## src/rtl/cluster_priority_encoder.sv

```systemverilog
// cluster_priority_encoder: 3-stage lowest-set-bit encoder for the truncated s-bit vector,
// collecting one address per pass into an 8-slot bank presented once per frame.
module cluster_priority_encoder #(
   parameter int MXVPF  = 768,
   parameter int MXSEGS = 16,
   parameter int ADRB   = 10,
   parameter int MXCLST = 8,
   localparam int SEGSIZE = MXVPF / MXSEGS,
   localparam int LW = $clog2(SEGSIZE),
   localparam int SW = $clog2(MXSEGS),
   localparam int PW = $clog2(MXCLST),
   localparam int CW = $clog2(MXCLST + 1)
) (
   input  logic                   clock,
   input  logic                   reset,
   input  logic [PW-1:0]          pass_in,
   input  logic [MXVPF-1:0]       vpfs_in,
   output logic [ADRB-1:0]        adr_stream,
   output logic                   vld_stream,
   output logic [MXCLST*ADRB-1:0] adr_out,
   output logic [MXCLST-1:0]      vld_out,
   output logic [CW-1:0]          cnt_out,
   output logic                   overflow_out,
   output logic                   frame_valid
);

   function automatic logic [LW-1:0] low_idx(input logic [SEGSIZE-1:0] s);
      low_idx = '0;
      for (int i = SEGSIZE - 1; i >= 0; i--)
         if (s[i]) low_idx = LW'(i);
   endfunction

   // segment base address as a shift-add over the set bits of SEGSIZE
   function automatic logic [ADRB-1:0] seg_base(input logic [SW-1:0] s);
      seg_base = '0;
      for (int b = 0; b <= LW; b++)
         if (SEGSIZE[b]) seg_base = seg_base + (ADRB'(s) << b);
   endfunction

   logic [MXSEGS-1:0]         act_c, multi_c;
   logic [MXSEGS-1:0][LW-1:0] loc_c;

   for (genvar g = 0; g < MXSEGS; g++) begin : g_seg
      logic [SEGSIZE-1:0] seg;
      assign seg        = vpfs_in[g*SEGSIZE +: SEGSIZE];
      assign act_c[g]   = |seg;
      assign multi_c[g] = |(seg & (seg - SEGSIZE'(1)));
      assign loc_c[g]   = low_idx(seg);
   end

   logic [MXSEGS-1:0]         s1_act, s1_multi;
   logic [MXSEGS-1:0][LW-1:0] s1_loc;
   logic [PW-1:0]             s1_pass;

   always_ff @(posedge clock or posedge reset)
      if (reset) begin
         s1_act   <= '0;
         s1_multi <= '0;
         s1_loc   <= '0;
         s1_pass  <= '0;
      end else begin
         s1_act   <= act_c;
         s1_multi <= multi_c;
         s1_loc   <= loc_c;
         s1_pass  <= pass_in;
      end

   logic [SW-1:0] sel_seg;
   logic [LW-1:0] sel_loc;
   logic          any_c, ovf_c;

   always_comb begin
      sel_seg = '0;
      sel_loc = '0;
      for (int i = MXSEGS - 1; i >= 0; i--)
         if (s1_act[i]) begin
            sel_seg = SW'(i);
            sel_loc = s1_loc[i];
         end
      any_c = |s1_act;
      ovf_c = (|s1_multi) | (|(s1_act & (s1_act - MXSEGS'(1))));
   end

   logic [SW-1:0] s2_seg;
   logic [LW-1:0] s2_loc;
   logic          s2_any, s2_ovf;
   logic [PW-1:0] s2_pass;

   always_ff @(posedge clock or posedge reset)
      if (reset) begin
         s2_seg  <= '0;
         s2_loc  <= '0;
         s2_any  <= 1'b0;
         s2_ovf  <= 1'b0;
         s2_pass <= '0;
      end else begin
         s2_seg  <= sel_seg;
         s2_loc  <= sel_loc;
         s2_any  <= any_c;
         s2_ovf  <= ovf_c;
         s2_pass <= s1_pass;
      end

   logic [ADRB-1:0] adr_c;
   logic [PW-1:0]   pass_d3;
   logic            ovf_d3;

   assign adr_c = s2_any ? seg_base(s2_seg) + ADRB'(s2_loc) : '1;

   always_ff @(posedge clock or posedge reset)
      if (reset) begin
         adr_stream <= '1;
         vld_stream <= 1'b0;
         pass_d3    <= '0;
         ovf_d3     <= 1'b0;
      end else begin
         adr_stream <= adr_c;
         vld_stream <= s2_any;
         pass_d3    <= s2_pass;
         ovf_d3     <= s2_ovf;
      end

   logic [MXCLST-1:0][ADRB-1:0] w_adr, nb_adr;
   logic [MXCLST-1:0]           w_vld, nb_vld;
   logic                        last;

   assign last = pass_d3 == PW'(MXCLST - 1);

   // pass 0 opens a frame, so any slots left over from an aborted frame are wiped here
   always_ff @(posedge clock or posedge reset)
      if (reset) begin
         w_adr <= '1;
         w_vld <= '0;
      end else begin
         for (int k = 0; k < MXCLST; k++)
            if (PW'(k) == pass_d3) begin
               w_adr[k] <= adr_stream;
               w_vld[k] <= vld_stream;
            end else if (pass_d3 == '0) begin
               w_adr[k] <= '1;
               w_vld[k] <= 1'b0;
            end
      end

   always_comb begin
      nb_adr = w_adr;
      nb_vld = w_vld;
      nb_adr[MXCLST-1] = adr_stream;
      nb_vld[MXCLST-1] = vld_stream;
   end

   always_ff @(posedge clock or posedge reset)
      if (reset) begin
         adr_out      <= '1;
         vld_out      <= '0;
         cnt_out      <= '0;
         overflow_out <= 1'b0;
         frame_valid  <= 1'b0;
      end else begin
         frame_valid <= last;
         if (last) begin
            adr_out      <= nb_adr;
            vld_out      <= nb_vld;
            cnt_out      <= CW'($countones(nb_vld));
            overflow_out <= ovf_d3;
         end
      end

endmodule

```

## config.mk

```make
export PLATFORM = sky130hd
export DESIGN_NAME = cluster_priority_encoder
export DESIGN_NICKNAME = d
export VERILOG_FILES = /design/src/rtl/cluster_priority_encoder.sv
export SDC_FILE = /design/constraint.sdc
export NUM_CORES = 2
export LEC_CHECK = 0
export BUFFER_PORTS_ARGS = -buffer_cell sky130_fd_sc_hd__buf_2
export CAP_MARGIN = 20
export CORE_AREA = 2 2 346 348
export CTS_CLUSTER_DIAMETER = 40
export CTS_CLUSTER_SIZE = 40
export DETAILED_ROUTE_END_ITERATION = 10
export DIE_AREA = 0 0 348 350
export PLACE_DENSITY = 0.51
export SETUP_SLACK_MARGIN = 0.2
export SLEW_MARGIN = 20
export SYNTH_ARGS = -nofsm -noshare
export SYNTH_HDL_FRONTEND = slang
export SYNTH_SLANG_ARGS = --single-unit
```

## constraint.sdc

```tcl
create_clock -name clock -period 17.7 [get_ports clock]
set_clock_uncertainty 0.05 [all_clocks]
set_input_delay 1.77 -clock clock [delete_from_list [all_inputs] [get_ports clock]]
set_output_delay 1.77 -clock clock [all_outputs]
set_load 0.02 [all_outputs]
```

==> summary.md <==
| Metric | Value |
|---|---|
| Yosys top cell area share | between 10 and 15% |
| CTS Sinks | 332 |
| Critical path type | input port to flop |
| Combinational power share | 22.2% |
| Setup bufs post-CTS | 0 |
| Post-route antenna net violation count | 0 |
| Synth cell count leaders | nor2_1, a21oi_1, o21ai_0, nand2_1, nor4_1 |
| Slowest stage cell, crit path | nand4_1 |
| Synth area leader | dfrtp_1 |
| GPL Wtd Cong | between 1 and 1.5 |
| CTS Buffer Depth | 3 |
| Register bit total from synthesis | 332 |
| Fin crit share | 26.54% |
| Sequential cell area | 8508 sq um |
| Worst-path clk slew | 0.05 ns |
| Fmax | ~210 MHz |
| DP Worst Slack | 12.44 ns |
| Switching power | ~0.00092 W |
| Die H | 350 um |
| Cell mode on critical path | nand4_1 |
| Final setup fails | 0 |
| Port bufs | 877 |
| Relative slew slack | between 20% and 30% |
| Max Cap Viol | 0 |
| Yosys cell types | 88 |
| Skew-Pair Late Insertion Delay | 0.61 ns |
| Overflow after GRT | 0 |
| Inserted Clock Buffers | 68 |
| TNS Setup | 0 ns |
| Die area | roughly 120000 sq um |
| Crit path arrival time | a little over 5 ns |
| Area grow syn2layout | 29.54% |
| Share of cells above drive strength 1 | 27.78% |
| Synth top area cells | dfrtp_1, dfstp_2, nor2_1, a21oi_1, o21ai_0 |
| Dpl hpwl | about 120000 um |
| Critical Path RT | 18.10 ns |
| Total wire length | 149100 um |
| DRC violation count after routing | 0 |
| FP Rows | between 100 and 150 |
| Layout Nets | 5586 |
| YS warnings | 0 |
| EDFF count, synth | 0 |
| DRT Pass-1 Iters | 6 |
| PD cells | roughly 78 nW/um^2 |
| Multi-input gate area | 19540 sq um |
| Layout fillers | 12768 |
| CP endpoint kind | flop |
| HP Class | flop to flop |
| Setup WS post-layout | roughly 13 ns |
| Post-route cell area | 37810 sq um |
| Post-Syn Area | 29190 sq um |
| Max Slew Vio Count | 0 |
| Final Hold Fails | 0 |
| Vias in the first global route | around 34000 |
| Post-layout min period | 4.698 ns |
| Count leader, synth | nor2_1 |
| Seq pwr share | 31.4% |
| Slew @ Worst Pin | around 1.0 ns |
| H-Tree Depth | 3 |
| Worst Setup Start Kind | input port |
| DP Area | 35180 sq um |
| Max VDD drop | 0.06670 mV |
| Core area | around 120000 sq um |
| Internal power | 0.002035 W |
| Ports | 878 |
| Pin count of the biggest net entering global routing | 136 |
| CTS hold repair buffers | 0 |
| CP max FO | 16 |
| Die width | around 350 um |
| Clock root buffer | clkbuf_16 |
| Worst path cell trace | buf_2, nor4_1, nand4_1, o41ai_1, o2111ai_1, or4_1, nor2_1, nand4_1, or4b_1 |
| CTS-repair resized insts | 0 |
| CTS tree | yes |
| Tot GR Track Use | 23.12% |
| Primary FF master, synth | dfrtp_1 |
| Sequential share of the synthesized area | between 20% and 30% |
| Post-Synthesis Net Count | 4733 |
| Cells after synthesis | 3944 |
| First-pass GRT wire length | 218100 um |
| Synth Area per Inst | 7.401 sq um |
| Starting Density | between 20 and 25% |
| Clock Power Share | 46.4% |
| Family with the most delay on the worst path | simple AND/OR/NAND/NOR gates |
| Delay of the slowest critical-path stage | 0.69 ns |
| Outcome | finished clean |
| Number of vias per cell | ~5.6 |
| Sw Ratio | 31.21% |
| Unrepaired setup endpoints after global routing | false |
| Leak | 14.59 nW |
| Share of synthesized flip-flops with an asynchronous set or reset | between 90% and 100% |
| Via count | 36268 |
| Buf/Inv on CP | 1 |
| Routed wire per std cell | 23.11 um |
| Initial drt markers | slightly below 3000 |
| Initial antenna violation count | ~90 |
per-stage QoR:
stage	total power (W)	utilization [%]	cells	hold slack [ns]
floorplan	0.001253	-	3944	0.2812
global placement	0.001585	29.87	6263	0.2855
detailed placement	0.001591	29.87	6263	0.2858
CTS	0.002996	31.97	6389	0.2923
global route	0.003107	32.08	6436	0.2946
finish	0.002958	32.11	6451	0.2952
layout make-up:
type,count,area share [%]
Timing Repair Buffer,891,11.92
Sequential cell,332,22.50
Clock inverter,46,1.701
Clock buffer,80,4.835
Tap cell,1536,5.083
Multi-Input combinational cell,3316,51.66
Inverter,188,1.886
Antenna cell,62,0.4103
path summary, 6_finish.rpt:
kind | from | endpoint | slack [ns] | depth (start not counted)
hold reg to reg | s2_ovf | ovf_d3 | 0.30 | 0
setup reg to reg | s1_act[15] | s2_loc[0] | 14.04 | 8
setup / recovery | vpfs_in[0] | s1_multi[0] | 13.00 | 9
hold / removal | s2_ovf | ovf_d3 | 0.30 | 0
max in group asynchronous | reset | s1_loc[26] | 14.35 | 4
min in group asynchronous | reset | s1_pass[0] | 1.15 | 2
kinds of logic (layout without fill, tap and decap cells):
kind of cell             count (synthesis)  count (layout)  synth area share [%]
XOR/XNOR                                 2               2               0.06002
AND/OR/NAND/NOR                       1804            1804                 30.92
multiplexers                            97              97                 3.742
flip-flops                             332             332                 29.15
other                                    0              62                     0
buffers and inverters                  296            1205                 3.969
adder cells (fa/ha/maj)                 53              53                 2.113
AO/OA/AOI/OAI                         1360            1360                 30.05
power groups by stage:
stage / Clock (W) / Sequential [W] / Combinational [W]
3_3_place_gp: 0 / 0.000937 / 0.000648
4_1_cts: 0.00141 / 0.000929 / 0.000654
6_report: 0.00137 / 0.000928 / 0.000658
5_1_grt: 0.00145 / 0.000939 / 0.000717
2_1_floorplan: 0 / 0.000992 / 0.000261
3_5_place_dp: 0 / 0.000940 / 0.000651
sequential cells by signal, indices dropped and copies added, names as in the netlist:
register / count
adr_out: 80
adr_stream: 10
cnt_out: 4
frame_valid: 1
nb_adr: 70
overflow_out: 1
ovf_d3: 1
pass_d3: 3
s1_act: 16
s1_loc: 96
s1_multi: 16
s1_pass: 3
s2_any: 1
s2_loc: 6
s2_ovf: 1
s2_pass: 3
s2_seg: 4
vld_out: 8
vld_stream: 1
w_vld: 7
layer usage:
metal | vias to the layer above | part of all wire (%) | track usage (%)
li1 | 17033 | - | -
met1 | 17447 | 42 | 28.62
met2 | 1440 | 48 | 39.32
met3 | 310 | 6.5 | 4.917
met4 | 38 | 3.4 | 8.605
met5 | - | 0.16 | 0
cells in the final DEF, fill, tap and decap left out, drive strengths merged, types with 15 or more instances in the layout:
cell	n
a21oi	352
o32ai	22
a2111oi	28
a211oi	54
a211o	15
dfrtp	172
o21ai	319
nor3	203
o21a	28
diode	62
nand3	89
o31ai	107
inv	200
nor4	223
a31oi	57
o41ai	34
o21bai	41
buf	891
or2	52
nor2b	60
or4	89
a221oi	26
clkbuf	80
nand4	57
o31a	19
dfstp	160
or3	56
nand2b	46
mux2	97
nand2	287
o22ai	77
a21boi	29
maj3	37
o2111ai	22
nor2	591
(Power assumes the default switching activity.)
